[config.mk]
export PLATFORM = sky130hd
export DESIGN_NAME = pulse_receiver_flat
export DESIGN_NICKNAME = d
export VERILOG_FILES = /design/src/rtl/pulse_pkg.sv /design/src/rtl/pulse_receiver_if.sv /design/src/rtl/pulse_receiver_sync_edge.sv /design/src/rtl/pulse_receiver.sv /design/src/flat_wrapper.sv
export SDC_FILE = /design/constraint.sdc
export NUM_CORES = 1
export LEC_CHECK = 0
export ABC_AREA = 1
export CAP_MARGIN = 10
export CORE_MARGIN = 2
export CORE_UTILIZATION = 30
export CTS_CLUSTER_DIAMETER = 40
export DETAILED_ROUTE_END_ITERATION = 8
export SLEW_MARGIN = 0
export SYNTH_ARGS = -nofsm -noshare
export SYNTH_HDL_FRONTEND = slang
export SYNTH_SLANG_ARGS = --single-unit
[constraint.sdc]
create_clock -name clk -period 3.6 [get_ports clk]
set_clock_uncertainty 0.1 [all_clocks]
set_input_delay 0.72 -clock clk [delete_from_list [all_inputs] [get_ports clk]]
set_output_delay 0.72 -clock clk [all_outputs]
set_load 0.01 [all_outputs]
[src/rtl/pulse_pkg.sv]
// Shared definitions for the square-pulse generator/receiver pair.
// Both ends derive their timing from the same nominal width.
package pulse_pkg;

  typedef enum logic [1:0] {
    ARM  = 2'd0,
    IDLE = 2'd1,
    HIGH = 2'd2,
    OVER = 2'd3
  } state_t;

  localparam int CLK_HZ    = 50_000_000;
  localparam int NOM_WIDTH = 50000;

  // Acceptance window is the nominal width +/- 20%
  localparam int DEF_MIN_WIDTH = (NOM_WIDTH * 4) / 5;
  localparam int DEF_MAX_WIDTH = (NOM_WIDTH * 6) / 5;

endpackage

[src/rtl/pulse_receiver_if.sv]
// Pulse line in, measurement results out.
// master = the receiver, slave = whoever consumes the results and drives the line.
interface pulse_receiver_if #(
  parameter int CNT_W  = 32,
  parameter int PCNT_W = 16
);

  logic              pulse_in;
  logic [CNT_W-1:0]  width_o;
  logic              width_valid;
  logic              width_ok;
  logic              err_short;
  logic              err_long;
  logic              busy;
  logic [PCNT_W-1:0] pulse_count;

  modport master (
    input  pulse_in,
    output width_o, width_valid, width_ok, err_short, err_long, busy, pulse_count
  );

  modport slave (
    output pulse_in,
    input  width_o, width_valid, width_ok, err_short, err_long, busy, pulse_count
  );

endinterface

[src/rtl/pulse_receiver_sync_edge.sv]
// Two-flop synchroniser for an asynchronous line plus one delay flop
// for edge detection on the synchronised level.
module sync_edge (
  input  logic clk,
  input  logic reset,
  input  logic async_i,
  output logic level_o,
  output logic rise_o,
  output logic fall_o
);

  logic s1_q;
  logic s2_q;
  logic s2Dly_q;

  always_ff @(posedge clk or posedge reset) begin
    if (reset) begin
      s1_q    <= 1'b0;
      s2_q    <= 1'b0;
      s2Dly_q <= 1'b0;
    end else begin
      s1_q    <= async_i;
      s2_q    <= s1_q;
      s2Dly_q <= s2_q;
    end
  end

  assign level_o = s2_q;
  assign rise_o  = s2_q & ~s2Dly_q;
  assign fall_o  = ~s2_q & s2Dly_q;

endmodule

[src/rtl/pulse_receiver.sv]
// Measures the high time of each pulse on an asynchronous line, classifies it
// against [MIN_WIDTH, MAX_WIDTH] and counts the accepted ones.
module pulse_receiver
  import pulse_pkg::*;
#(
  parameter int CNT_W     = 32,
  parameter int MIN_WIDTH = DEF_MIN_WIDTH,
  parameter int MAX_WIDTH = DEF_MAX_WIDTH,
  parameter int PCNT_W    = 16
) (
  input  logic              clk,
  input  logic              reset,
  pulse_receiver_if.master  bus
);

  localparam logic [CNT_W-1:0] MinW = CNT_W'(MIN_WIDTH);
  localparam logic [CNT_W-1:0] MaxW = CNT_W'(MAX_WIDTH);

  logic level;
  logic rise;
  logic fall;

  sync_edge uSync (
    .clk     (clk),
    .reset   (reset),
    .async_i (bus.pulse_in),
    .level_o (level),
    .rise_o  (rise),
    .fall_o  (fall)
  );

  state_t            state_q,   state_d;
  logic [CNT_W-1:0]  cnt_q,     cnt_d;
  logic [CNT_W-1:0]  width_q,   width_d;
  logic              wValid_q,  wValid_d;
  logic              ok_q,      ok_d;
  logic              short_q,   short_d;
  logic              errLong_q, errLong_d;
  logic [PCNT_W-1:0] pCount_q,  pCount_d;
  logic [1:0]        armFill_q, armFill_d;

  always_ff @(posedge clk or posedge reset) begin
    if (reset) begin
      state_q   <= ARM;
      cnt_q     <= '0;
      width_q   <= '0;
      wValid_q  <= 1'b0;
      ok_q      <= 1'b0;
      short_q   <= 1'b0;
      errLong_q <= 1'b0;
      pCount_q  <= '0;
      armFill_q <= '0;
    end else begin
      state_q   <= state_d;
      cnt_q     <= cnt_d;
      width_q   <= width_d;
      wValid_q  <= wValid_d;
      ok_q      <= ok_d;
      short_q   <= short_d;
      errLong_q <= errLong_d;
      pCount_q  <= pCount_d;
      armFill_q <= armFill_d;
    end
  end

  always_comb begin
    state_d   = state_q;
    cnt_d     = cnt_q;
    width_d   = width_q;
    wValid_d  = 1'b0;
    ok_d      = ok_q;
    short_d   = short_q;
    errLong_d = 1'b0;
    pCount_d  = pCount_q;
    armFill_d = armFill_q;

    case (state_q)
      // The synchroniser holds reset zeros for two edges, so trust the
      // level only once it carries a real sample of the line.
      ARM: begin
        if (armFill_q != 2'd2) begin
          armFill_d = armFill_q + 2'd1;
        end else if (!level) begin
          state_d = IDLE;
        end
      end

      IDLE: begin
        if (rise) begin
          cnt_d   = {{(CNT_W-1){1'b0}}, 1'b1};
          state_d = HIGH;
        end
      end

      HIGH: begin
        if (level) begin
          if (cnt_q == MaxW) begin
            errLong_d = 1'b1;
            cnt_d     = MaxW + 1'b1;
            state_d   = OVER;
          end else begin
            cnt_d = cnt_q + 1'b1;
          end
        end else if (fall) begin
          width_d  = cnt_q;
          wValid_d = 1'b1;
          ok_d     = (cnt_q >= MinW);
          short_d  = (cnt_q < MinW);
          if (cnt_q >= MinW) begin
            pCount_d = pCount_q + 1'b1;
          end
          state_d = IDLE;
        end
      end

      OVER: begin
        if (!level) begin
          state_d = IDLE;
        end
      end

      default: state_d = ARM;
    endcase
  end

  assign bus.width_o     = width_q;
  assign bus.width_valid = wValid_q;
  assign bus.width_ok    = ok_q;
  assign bus.err_short   = short_q;
  assign bus.err_long    = errLong_q;
  assign bus.busy        = (state_q == HIGH) || (state_q == OVER);
  assign bus.pulse_count = pCount_q;

endmodule

[src/flat_wrapper.sv]
// flat-port wrapper written by rule: the top's interface ports become plain ports
module pulse_receiver_flat import pulse_pkg::*;
#(
  parameter int CNT_W     = 32,
  parameter int MIN_WIDTH = DEF_MIN_WIDTH,
  parameter int MAX_WIDTH = DEF_MAX_WIDTH,
  parameter int PCNT_W    = 16
)
  (clk, reset, bus_pulse_in, bus_width_o, bus_width_valid, bus_width_ok, bus_err_short, bus_err_long, bus_busy, bus_pulse_count);
  pulse_receiver_if #(.CNT_W(CNT_W), .PCNT_W(PCNT_W)) bus_i ();
  input  logic clk;
  input  logic reset;
  input wire logic [$bits(bus_i.pulse_in)-1:0] bus_pulse_in;
  output wire logic [$bits(bus_i.width_o)-1:0] bus_width_o;
  output wire logic [$bits(bus_i.width_valid)-1:0] bus_width_valid;
  output wire logic [$bits(bus_i.width_ok)-1:0] bus_width_ok;
  output wire logic [$bits(bus_i.err_short)-1:0] bus_err_short;
  output wire logic [$bits(bus_i.err_long)-1:0] bus_err_long;
  output wire logic [$bits(bus_i.busy)-1:0] bus_busy;
  output wire logic [$bits(bus_i.pulse_count)-1:0] bus_pulse_count;
  assign bus_i.pulse_in = bus_pulse_in;
  assign bus_width_o = bus_i.width_o;
  assign bus_width_valid = bus_i.width_valid;
  assign bus_width_ok = bus_i.width_ok;
  assign bus_err_short = bus_i.err_short;
  assign bus_err_long = bus_i.err_long;
  assign bus_busy = bus_i.busy;
  assign bus_pulse_count = bus_i.pulse_count;
  pulse_receiver #(.CNT_W(CNT_W), .MIN_WIDTH(MIN_WIDTH), .MAX_WIDTH(MAX_WIDTH), .PCNT_W(PCNT_W)) u_core (.clk(clk), .reset(reset), .bus(bus_i));
endmodule
==> flow_results.org <==
** Status
- The flow ran to the end, and the final reports show no timing, DRC or antenna violations.

** STA
- Derived from the worst setup path, the maximum achievable clock frequency is 350 MHz.
- Setup violations remaining at the end of the flow were counted as 0.
- In the final timing run, aggregate negative setup slack is 0 ps.
- The max-slew violation count was 0.
- Setup repair after global routing left no endpoint under its margin.
- Counting I/O delays and the setup requirement, the final critical path takes 2850 ps.
- Worst-margin pin slew :: 899 ps
- The final count of hold timing violations is 0.
- Headroom to the max-slew limit :: 40.0%
- Dividing the final minimum period by the clock period gives 79.3%.
- Min setup slack post-route :: 746 ps

** Clocking
- Clock tree synthesis found a total of 91 sinks.
- The H-tree was split into 3 levels.
- Counting the buffers created by CTS gives 9.
- Counting along the longest clock path gives a buffer depth of 2.
- After clock tree synthesis, the clock-pin slew on the worst setup and hold paths is 60 ps.
- Clock tree from TritonCTS :: done
- Gates resized during post-CTS repair numbered 0.
- The root buffer cell chosen for the clock tree is sky130_fd_sc_hd__clkbuf_16.
- For this design, the CTS-stage hold fixing added 0 buffers.
- In this run the post-CTS setup repair buffer count came out at 0.
- At the later pin of the worst-skew pair, clock insertion delay measures 350 ps.

** Critical path
- Worst-path maximum fanout :: 19
- Buf+Inv Stages, Crit Path :: 3
- STA classifies the critical path endpoint as an output pin.
- Length in cells of the worst reg-to-reg path :: 10
- Total number of cells along the worst setup path :: 5
- Worst setup slack for register-to-register paths :: 1100 ps
- At the worst endpoint, the required time is 2780 ps.
- CP Launch Type :: flip-flop
- The most critical setup path has its startpoint at u_core.state_q[0].
- The endpoint identified for the worst register-to-register timing path is u_core.cnt_q[10].
- In this design, the stage delay of the slowest critical-path cell is 480 ps.
- The cell family contributing the most delay on the critical path is buffers and inverters.
- The largest individual stage delay along the critical path comes from the cell sky130_fd_sc_hd__clkdlybuf4s50_1.
- The critical path ends at bus_busy.
- The signal on the critical path passes through inv_1, ha_1, buf_4, or2_2, clkdlybuf4s50_1.
- By startpoint and endpoint, the worst setup path is classified as reg -> out.
- Worst flop-to-flop path startpoint :: u_core.state_q[0]
- Data arrives at the worst endpoint at 2030 ps.

** Logic synthesis
- Avg Inst Size Synth :: 7.46 um^2
- Cell count after synthesis :: 682
- Post-synth top area share :: 44.7%
- Yosys warning total :: 0
- Post-Synthesis Net Count :: 694
- Of the synthesized area, sequential elements account for 44.7%.
- Counting distinct cell types in the post-synthesis netlist gives 33.
- In this run the cell area of the synthesized design comes to 0.00509 mm^2.
- In this run, synthesis produced a sequential element count of 91.
- Biggest area consumer among synthesized cells :: sky130_fd_sc_hd__dfrtp_1
- Cells taking the most area after synthesis :: sky130_fd_sc_hd__dfrtp_1 (45%), sky130_fd_sc_hd__nand2_1 (16%), sky130_fd_sc_hd__nor2_1 (6.6%)

** Drt
- After detailed routing, the average wire length per cell comes to 13.5 um.
- Routed Antenna Nets :: 0
- Vias per cell :: 4.67
- Vias after detailed routing :: 4470
- Wires add up to 12900 um.
- The detailed router finished its first iteration with 249 violations.
- After detailed routing, the number of remaining DRC violations is 0.
- Initial DRT Pass Iterations :: 5

** Die
- For this configuration, the core starts out at a cell density of 30.7%.
- Cell Rows :: 47
- Die extent in y :: 134 um
- Measured along the x axis, the die boundary spans 134 um.
- After floorplanning, the core was sized to cover 0.0166 mm^2.
- Die Outline Area :: 0.0180 mm^2
- In this run the count of I/O pins placed on the die edge is 56.

** Finish
- Relative to the synthesized area, the layout overhead comes to 19.9%.
- Layout cells sized above 1 :: 7.73%
- For this run, the number of standard cells in the final layout without fillers is 957.
- Number of inserted diodes :: 0
- The layout has 1798 filler cells.
- Count of nets after finishing :: 744

** Place
- # placed instances :: 941
- The count of buffers added on input and output ports is 55.
- Before CTS, the worst setup slack after placement is 1100 ps.
- The congestion estimate from routability-driven global placement came to 0.892.
- Detailed placement finished with a half-perimeter wire length of 9510 um.

** GRT
- Overall Global Routing Usage :: 15.1%
- Entering global routing, the biggest net connects 67 pins.
- Global-route wire length before repair :: 21600 um
- Antenna violations before repair :: 0
- The number of global-route vias before repair was 4204.
- Global routing finished with a remaining overflow of 0.

** Power and ir drop
- IR analysis of the VDD net gives a maximum drop of 0.213 mV.
- For this design the static power due to leakage is 2.68 nW.
- Power density over the cells :: 407 mW/mm^2

** Hold path
- The min-delay analysis places its worst path in the category reg -> reg.

** Flow run
- Number of max-cap violations :: 0
## cell usage in the layout, fill, tap and decap left out, drive strengths merged
cell type      count
nand2            222
nor2             102
dfrtp             91
inv               62
nand3             59
o21ai             56
clkdlybuf4s50     55
nand4             20
xor2              17
clkbuf            12
ha                 9
nor3               9
xnor2              5
clkinv             5
a21oi              3
buf                3
o22ai              2
a21boi             1
nor4               1
or2                1
nand3b             1
clkinvlp           1
## area by class of cell
type	instances	area, um^2	area share (%)
multi-input cells	508	2450	40.1
clock buffers	12	246	4.04
clock inverters	4	26.3	0.431
flip-flops and latches	91	2280	37.3
well taps	220	275	4.51
repair buffers	58	586	9.59
inverters	64	245	4.02
## how the worst min path moves through the flow
stage | from | to | slack, ps | cells after the start
floorplan | u_core.uSync.s1_q | u_core.uSync.level_o | 230 | 0
finish | u_core.uSync.s1_q | u_core.uSync.level_o | 260 | 0
detailed placement | u_core.uSync.s1_q | u_core.uSync.level_o | 240 | 0
global route | u_core.uSync.s1_q | u_core.uSync.level_o | 270 | 0
CTS | u_core.uSync.s1_q | u_core.uSync.level_o | 260 | 0
global placement | u_core.uSync.s1_q | u_core.uSync.level_o | 230 | 0
## cell usage after synthesis
library cell / count
sky130_fd_sc_hd__nand2_1: 214
sky130_fd_sc_hd__dfrtp_1: 91
sky130_fd_sc_hd__nor2_1: 90
sky130_fd_sc_hd__inv_1: 56
sky130_fd_sc_hd__nand3_1: 55
sky130_fd_sc_hd__o21ai_0: 45
sky130_fd_sc_hd__nand4_1: 20
sky130_fd_sc_hd__xor2_1: 17
sky130_fd_sc_hd__nor2_2: 11
sky130_fd_sc_hd__ha_1: 9
sky130_fd_sc_hd__buf_2: 8
sky130_fd_sc_hd__nor3_1: 8
sky130_fd_sc_hd__o21ai_1: 8
sky130_fd_sc_hd__inv_2: 6
sky130_fd_sc_hd__buf_4: 5
sky130_fd_sc_hd__nand2_2: 5
sky130_fd_sc_hd__xnor2_1: 5
sky130_fd_sc_hd__nand3_2: 4
sky130_fd_sc_hd__buf_6: 3
sky130_fd_sc_hd__nand2_4: 3
sky130_fd_sc_hd__o21ai_2: 3
sky130_fd_sc_hd__a21oi_1: 2
sky130_fd_sc_hd__clkbuf_1: 2
sky130_fd_sc_hd__clkinv_2: 2
sky130_fd_sc_hd__o22ai_1: 2
sky130_fd_sc_hd__a21boi_0: 1
sky130_fd_sc_hd__a21oi_2: 1
sky130_fd_sc_hd__buf_1: 1
sky130_fd_sc_hd__nand3b_1: 1
sky130_fd_sc_hd__nor2_4: 1
sky130_fd_sc_hd__nor3_2: 1
sky130_fd_sc_hd__nor4_4: 1
sky130_fd_sc_hd__or2_2: 1
## cell families after synthesis
logic type | synth area share [%]
XOR/XNOR | 3.79
AND/OR/NAND/NOR | 35.6
flip-flops | 44.7
AO/OA/AOI/OAI | 6.49
buffers and inverters | 7.18
adder cells (fa/ha/maj) | 2.21
## power breakdown
group	switching [mW]	internal, mW
clock	0.399	0.486
sequential	0.0534	1.07
combinational	0.332	0.143
total	0.784	1.70
## stage by stage
stage          power, mW  hold WS (ps)  instance area [um^2]  utilization [%]
3_3_place_gp        1.62           234                  5830             35.2
4_1_cts             2.52           257                  6100             36.8
5_1_grt             2.63           270                  6100             36.8
6_report            2.48           256                  6100             36.8
3_5_place_dp        1.62           241                  5830             35.2
2_1_floorplan       1.49           231                  5090                -
## registers in the layout, indices dropped and copies added (netlist names)
register                cells
u_core.bus.err_long         1
u_core.bus.width_o         32
u_core.uSync.s2Dly_q        1
u_core.cnt_q               32
u_core.bus.width_ok         1
u_core.uSync.s1_q           1
u_core.state_q              2
u_core.armFill_q            2
u_core.bus.err_short        1
u_core.uSync.level_o        1
u_core.bus.pulse_count     16
u_core.bus.width_valid      1
## per-layer routing
| metal | vias to the layer above | share of wire (%) | track usage [%] |
|---|---|---|---|
| li1 | 2276 | - | - |
| met1 | 2076 | 48 | 20.1 |
| met2 | 104 | 47 | 24.6 |
| met3 | 14 | 4.5 | 3.14 |
| met4 | 0 | 1.2 | 5.09 |
| met5 | - | 0 | 0 |
## worst register-to-register path: cells and delay by family (launching register included)
kind	cells	cell delay, ps
and+or+nand+nor	4	720
DFF	1	410
buffers and inverters	4	930
adders and majority gates	1	190
AOI/OAI and AO/OA	1	80
No activity file was read; power rests on OpenSTA's default activity.
